`config.mk`:
```
export PLATFORM = sky130hd
export DESIGN_NAME = fp_addsub_issuer_flat
export DESIGN_NICKNAME = d
export VERILOG_FILES = /design/src/rtl/fp_addsub_issuer_if.sv /design/src/rtl/fp_addsub_issuer.sv /design/src/flat_wrapper.sv
export SDC_FILE = /design/constraint.sdc
export NUM_CORES = 1
export LEC_CHECK = 0
export BUFFER_PORTS_ARGS = -buffer_cell sky130_fd_sc_hd__buf_4
export CORE_ASPECT_RATIO = 1.4
export CORE_MARGIN = 2
export CORE_UTILIZATION = 45
export CTS_CLUSTER_SIZE = 12
export DETAILED_ROUTE_END_ITERATION = 6
export GPL_TIMING_DRIVEN = 0
export PLACE_DENSITY = 0.65
export SYNTH_ARGS = -nofsm -noshare
export SYNTH_HDL_FRONTEND = slang
export SYNTH_SLANG_ARGS = --single-unit
```
`constraint.sdc`:
```
create_clock -name clk -period 14.2 [get_ports clk]
set_input_delay 3.55 -clock clk [delete_from_list [all_inputs] [get_ports clk]]
set_output_delay 3.55 -clock clk [all_outputs]
set_load 0.05 [all_outputs]
```
`src/rtl/fp_addsub_issuer_if.sv`:
```
// Request/response handshake bundle between the add/sub issuer and its
// upstream producer / downstream consumer.
interface fp_addsub_issuer_if;
    logic        in_valid;
    logic        in_ready;
    logic [31:0] in_a;
    logic [31:0] in_b;
    logic [2:0]  in_ctrl;
    logic        out_valid;
    logic        out_ready;
    logic [31:0] out_z;
    logic [4:0]  out_flags;

    // Issuer side.
    modport slave (
        input  in_valid, in_a, in_b, in_ctrl, out_ready,
        output in_ready, out_valid, out_z, out_flags
    );

    // Environment side (producer and consumer).
    modport master (
        output in_valid, in_a, in_b, in_ctrl, out_ready,
        input  in_ready, out_valid, out_z, out_flags
    );
endinterface

```
`src/rtl/fp_addsub_issuer.sv`:
```
// Credit-based issuer for a fixed-latency FP add/sub pipeline: tracks operations
// in flight, captures results into an in-order FIFO and accumulates sticky flags.
module fp_addsub_issuer #(
    parameter int LATENCY = 7,
    parameter int DEPTH   = 8
) (
    input  logic                   clk,
    input  logic                   rst,
    fp_addsub_issuer_if.slave      bus,
    output logic [31:0]            fpu_a,
    output logic [31:0]            fpu_b,
    output logic [2:0]             fpu_ctrl,
    input  logic [31:0]            fpu_z,
    input  logic [4:0]             fpu_flags,
    output logic [4:0]             sticky_flags,
    input  logic                   clr_sticky,
    output logic [$clog2(DEPTH):0] inflight
);
    localparam int PW  = $clog2(DEPTH);
    localparam int CW  = PW + 1;
    localparam int SW  = PW + 2;
    localparam int EW  = 37;

    typedef logic [EW-1:0] entry_t;

    logic [LATENCY-1:0] vld_q, vld_d;
    logic [CW-1:0]      fifo_count_q, fifo_count_d;
    logic [PW-1:0]      wr_ptr_q, wr_ptr_d;
    logic [PW-1:0]      rd_ptr_q, rd_ptr_d;
    entry_t             head_q, head_d;
    entry_t             mem_q [DEPTH];
    logic [4:0]         sticky_q, sticky_d;

    logic [CW-1:0]      inflight_cnt;
    logic [SW-1:0]      credit_used;
    logic               in_ready;
    logic               fire_in;
    logic               push;
    logic               pop;
    logic               empty_after_pop;
    entry_t             push_data;

    always_comb begin
        inflight_cnt = '0;
        for (int i = 0; i < LATENCY; i++) begin
            inflight_cnt = inflight_cnt + CW'(vld_q[i]);
        end
    end

    // Credit counts every result already owed a FIFO slot; a pop only frees
    // credit once it has taken effect in fifo_count.
    assign credit_used = SW'(fifo_count_q) + SW'(inflight_cnt);
    assign in_ready    = rst && (credit_used < SW'(DEPTH));
    assign fire_in     = bus.in_valid && in_ready;

    assign push      = vld_q[LATENCY-1];
    assign pop       = (fifo_count_q != '0) && bus.out_ready;
    assign push_data = {fpu_z, fpu_flags};

    assign empty_after_pop = (fifo_count_q == '0) ||
                             (pop && (fifo_count_q == CW'(1)));

    always_comb begin
        vld_d        = (vld_q << 1) | LATENCY'(fire_in);
        fifo_count_d = fifo_count_q;
        wr_ptr_d     = wr_ptr_q;
        rd_ptr_d     = rd_ptr_q;
        head_d       = head_q;
        sticky_d     = sticky_q;

        unique case ({push, pop})
            2'b10:   fifo_count_d = fifo_count_q + CW'(1);
            2'b01:   fifo_count_d = fifo_count_q - CW'(1);
            default: fifo_count_d = fifo_count_q;
        endcase

        if (push) begin
            wr_ptr_d = wr_ptr_q + PW'(1);
        end
        if (pop) begin
            rd_ptr_d = rd_ptr_q + PW'(1);
        end

        // Head register mirrors mem[rd_ptr]; a push into an otherwise empty
        // FIFO bypasses the array so it is visible on the next cycle.
        if (push && empty_after_pop) begin
            head_d = push_data;
        end else if (pop && !empty_after_pop) begin
            head_d = mem_q[rd_ptr_d];
        end

        if (push) begin
            sticky_d = clr_sticky ? fpu_flags : (sticky_q | fpu_flags);
        end else if (clr_sticky) begin
            sticky_d = '0;
        end
    end

    always_ff @(posedge clk or negedge rst) begin
        if (!rst) begin
            vld_q        <= '0;
            fifo_count_q <= '0;
            wr_ptr_q     <= '0;
            rd_ptr_q     <= '0;
            head_q       <= '0;
            sticky_q     <= '0;
        end else begin
            vld_q        <= vld_d;
            fifo_count_q <= fifo_count_d;
            wr_ptr_q     <= wr_ptr_d;
            rd_ptr_q     <= rd_ptr_d;
            head_q       <= head_d;
            sticky_q     <= sticky_d;
        end
    end

    // Payload storage carries no reset; validity lives in the pointers/count.
    always_ff @(posedge clk) begin
        if (push) begin
            mem_q[wr_ptr_q] <= push_data;
        end
    end

    assign fpu_a         = fire_in ? bus.in_a    : '0;
    assign fpu_b         = fire_in ? bus.in_b    : '0;
    assign fpu_ctrl      = fire_in ? bus.in_ctrl : '0;

    assign bus.in_ready  = in_ready;
    assign bus.out_valid = (fifo_count_q != '0);
    assign bus.out_z     = head_q[EW-1:5];
    assign bus.out_flags = head_q[4:0];
    assign sticky_flags  = sticky_q;
    assign inflight      = inflight_cnt;
endmodule

```
`src/flat_wrapper.sv`:
```
// flat-port wrapper written by rule: the top's interface ports become plain ports
module fp_addsub_issuer_flat 
#(
    parameter int LATENCY = 7,
    parameter int DEPTH   = 8
)
  (clk, rst, fpu_a, fpu_b, fpu_ctrl, fpu_z, fpu_flags, sticky_flags, clr_sticky, inflight, bus_in_valid, bus_in_a, bus_in_b, bus_in_ctrl, bus_out_ready, bus_in_ready, bus_out_valid, bus_out_z, bus_out_flags);
  fp_addsub_issuer_if bus_i ();
  input  logic clk;
  input  logic rst;
  output logic [31:0] fpu_a;
  output logic [31:0] fpu_b;
  output logic [2:0] fpu_ctrl;
  input  logic [31:0] fpu_z;
  input  logic [4:0] fpu_flags;
  output logic [4:0] sticky_flags;
  input  logic clr_sticky;
  output logic [$clog2(DEPTH):0] inflight;
  input wire logic [$bits(bus_i.in_valid)-1:0] bus_in_valid;
  input wire logic [$bits(bus_i.in_a)-1:0] bus_in_a;
  input wire logic [$bits(bus_i.in_b)-1:0] bus_in_b;
  input wire logic [$bits(bus_i.in_ctrl)-1:0] bus_in_ctrl;
  input wire logic [$bits(bus_i.out_ready)-1:0] bus_out_ready;
  output wire logic [$bits(bus_i.in_ready)-1:0] bus_in_ready;
  output wire logic [$bits(bus_i.out_valid)-1:0] bus_out_valid;
  output wire logic [$bits(bus_i.out_z)-1:0] bus_out_z;
  output wire logic [$bits(bus_i.out_flags)-1:0] bus_out_flags;
  assign bus_i.in_valid = bus_in_valid;
  assign bus_i.in_a = bus_in_a;
  assign bus_i.in_b = bus_in_b;
  assign bus_i.in_ctrl = bus_in_ctrl;
  assign bus_i.out_ready = bus_out_ready;
  assign bus_in_ready = bus_i.in_ready;
  assign bus_out_valid = bus_i.out_valid;
  assign bus_out_z = bus_i.out_z;
  assign bus_out_flags = bus_i.out_flags;
  fp_addsub_issuer #(.LATENCY(LATENCY), .DEPTH(DEPTH)) u_core (.clk(clk), .rst(rst), .bus(bus_i), .fpu_a(fpu_a), .fpu_b(fpu_b), .fpu_ctrl(fpu_ctrl), .fpu_z(fpu_z), .fpu_flags(fpu_flags), .sticky_flags(sticky_flags), .clr_sticky(clr_sticky), .inflight(inflight));
endmodule
```
==> results.yml <==
synth:
  synth_top_flop_cell: "edfxtp_1"
  ys_top_cells_by_area: "edfxtp_1, dfrtp_1, mux2i_1, a221oi_1, and3_1"
  syn_inst: 907
  synth_enable_flop_cells: 296
  synth-seq-cells: 355
  synthesis.yosys.warnings: 0
  post_synth_fa_ha_maj_area_fraction: 0.01548
  yosysSeqAreaShare: 0.7205
  post_synth_xor_xnor_area: 0.004262
  synth_async_reset_ratio: 0.1662
  yosysMostFrequentCell: "edfxtp_1"
  post_synth_net_total: 1032
  main_combinational_cell_family_by_area_after_synthesis: "compound AO/OA/AOI/OAI gates"
  synth_simple_gate_area_share: 0.07959
  post_synth.cell_area_avg_um2: 15.86
  synthMuxAreaShare: 0.06402
  syn-cell-area_mm2: 0.01439
  post-synth-top-area-fraction: 0.6179
  yosys.cell_types.count: 52
  synth_commonest_cells: "edfxtp_1, mux2i_1, and3_1"
  synth-compound-area-share: 0.08837
  synth_largest_area_cell: "edfxtp_1"
timing:
  slew_violations: 0
  timing.final.crit_share: 0.6995
  finalClockSkew_ns: 0.01723
  rsz0062_at_grt: "false"
  max_slew.worst_pin.slew_ns: 1.164
  period_minus_slack_ns: 9.933
  finalHoldViolations: 0
  slew-limit-headroom: 0.2175
  finalWorstSetupSlack_ns: 4.267
  setup_viol: 0
  highest_achievable_clock_rate_ghz: 0.1007
  finalSetupTns_ns: 0
cts:
  cts_buffer_depth: 3
  cts-buffers-inserted: 36
  count_of_hold_buffers_inserted_by_post_cts_repair: 0
  skew_pair_late_insertion_delay_ns: 0.53
  clkTransAtPathRegs_ns: 0.06
  cts.repair_timing.setup_buffer_count: 0
  tritoncts: "built"
  clk_root_buffer_cell: "clkbuf_16"
  cts-htree-levels: 2
  numClockSinks: 355
  postCtsResizedCells: 0
setup_path:
  startpoint_to_endpoint_class_of_the_critical_path: "input pin to output port"
  worstPathRequired_ns: 10.65
  worst_ep_arrival_time_ns: 6.38
  startpoint_type: "input pin"
  endpoint_kind: "output port"
  crit_fanout: 60
drt:
  detailroute.via_count: 9248
  initial_drt_markers: 609
  route.antenna.remaining_nets: 0
  via_per_inst: 5.773
  detail_route.first_pass.iterations: 5
  drt-wirelength-per-cell_um: 22.68
  drc_errors: 0
  routed_wl_um: 36340
cells_and_area:
  finalCoreUtilization: 0.5675
  fill_cell_total_of_the_finished_layout: 2503
  numnets_final: 1305
  antenna_cells_inserted: 0
  relative_area_change_from_synthesis_to_final_layout_pct: 24.28
  fraction_of_layout_instances_using_a_drive_strength_above_1: 0.2809
die:
  initial_utilization: 0.4566
  die_width_um: 155.1
  floorplan.die.height_um: 215.6
  die_area_mm2: 0.03343
  site_row_count: 77
  num_io_pins: 224
  core_area_mm2: 0.03150
placement:
  place.gp.congestion: 0.7473
  port_buffers: 221
  sum_of_net_half_perimeters_after_detailed_placement_um: 24120
  post-place-ws_ns: 4.219
pwr:
  power.density_mw_per_mm2: 219.2
  power.static_leakage_nw: 7.014
  irDropWorstVdd_v: 0.0001370
global_route:
  grt_antenna_before_repair: 0
  grt_pass1_wl_um: 54530
  groute.usage.overall: 0.2132
  grt_overflow_total: 0
  grt_max_degree: 61
  grt_pass1_vias: 9392
min_path:
  min_path_type: "register to register"
run_status:
  status: "completed"
flow_run:
  drv_cap: 0
-- worst max-delay path: stages --
cell and delay (ns):
buf_4 0.69, or4b_2 0.64, a21oi_1 0.42, clkbuf_1 0.32
clkbuf_1 0.31, and3_1 0.21, buf_4 0.19
-- layer usage --
| layer | wire length, µm | GRT usage | share of wire |
|---|---|---|---|
| met1 | 13700 | 0.2492 | 0.38 |
| met2 | 19180 | 0.3905 | 0.53 |
| met3 | 2311 | 0.03614 | 0.064 |
| met4 | 1141 | 0.07932 | 0.031 |
| met5 | 0 | 0 | 0 |
-- per-stage QoR --
step | cell area, µm² | total power, mW | cells | hold WS (ns)
final | 17880 | 3.919 | 1602 | 0.3761
after global routing | 17880 | 4.098 | 1602 | 0.4016
after CTS | 17880 | 3.946 | 1602 | 0.3712
after detailed placement | 16810 | 3.068 | 1537 | 0.3603
after global placement | 16540 | 3.029 | 1523 | 0.3636
after floorplan | 14390 | 2.512 | 907 | 0.3537
-- flip-flops by register name, indices dropped and copies added, names as in the netlist --
| name | count |
|---|---|
| u_core.mem_q | 296 |
| u_core.sticky_flags | 5 |
| u_core.rd_ptr_q | 3 |
| u_core.wr_ptr_q | 3 |
| u_core.head_q | 37 |
| u_core.fifo_count_q | 4 |
| u_core.vld_q | 7 |
-- cell usage in the layout, fill, tap and decap left out, drive strengths merged, types with 5 or more instances in the layout --
master / instances
inv: 21
mux2i: 74
buf: 266
o22ai: 33
nand2: 14
nor3: 41
or3: 30
clkbuf: 101
o21ai: 6
and3: 67
a22o: 33
nand2b: 8
edfxtp: 296
dfrtp: 59
a21oi: 5
nor2: 10
ha: 13
a221oi: 66
mux2: 14
-- area by class of cell --
type,count,area [µm²],area share
Buffer,70,331.6,0.01855
Clock buffer,62,1040,0.05816
Clock inverter,3,26.28,0.001470
Inverter,18,67.56,0.003779
Multi-Input combinational cell,464,3676,0.2056
Sequential cell,355,10360,0.5798
Tap cell,395,494.2,0.02765
Timing Repair Buffer,235,1877,0.1050
-- worst paths after layout --
kind | slack [ns] | endpoint | start | depth (start not counted)
setup / recovery | 4.27 | fpu_a[21] | rst | 7
hold / removal | 0.38 | u_core.vld_q[3]$_DFF_PN0_ | u_core.vld_q[2]$_DFF_PN0_ | 0
setup reg to reg | 9.84 | u_core.vld_q[0]$_DFF_PN0_ | u_core.vld_q[0]$_DFF_PN0_ | 13
hold reg to reg | 0.38 | u_core.vld_q[3]$_DFF_PN0_ | u_core.vld_q[2]$_DFF_PN0_ | 0
max in group asynchronous | 10.40 | u_core.head_q[30]$_DFFE_PN0P_ | rst | 1
min in group asynchronous | 3.15 | u_core.vld_q[1]$_DFF_PN0_ | rst | 1
-- report_power, final --
part | switching, mW | total (mW) | internal (mW)
clock network | 0.380 | 0.879 | 0.499
registers | 0.0752 | 1.34 | 1.27
logic | 1.11 | 1.70 | 0.586
-- cell families (layout without fill, tap and decap cells) --
| group | count (synthesis) | after routing |
|---|---|---|
| buffers and inverters | 88 | 388 |
| DFF | 355 | 355 |
| AOI/OAI and AO/OA | 160 | 160 |
| adders and majority gates | 16 | 16 |
| and+or+nand+nor | 192 | 192 |
| muxes | 89 | 89 |
| xor gates and xnor gates | 7 | 7 |
Power figures use the tool's default switching activity.
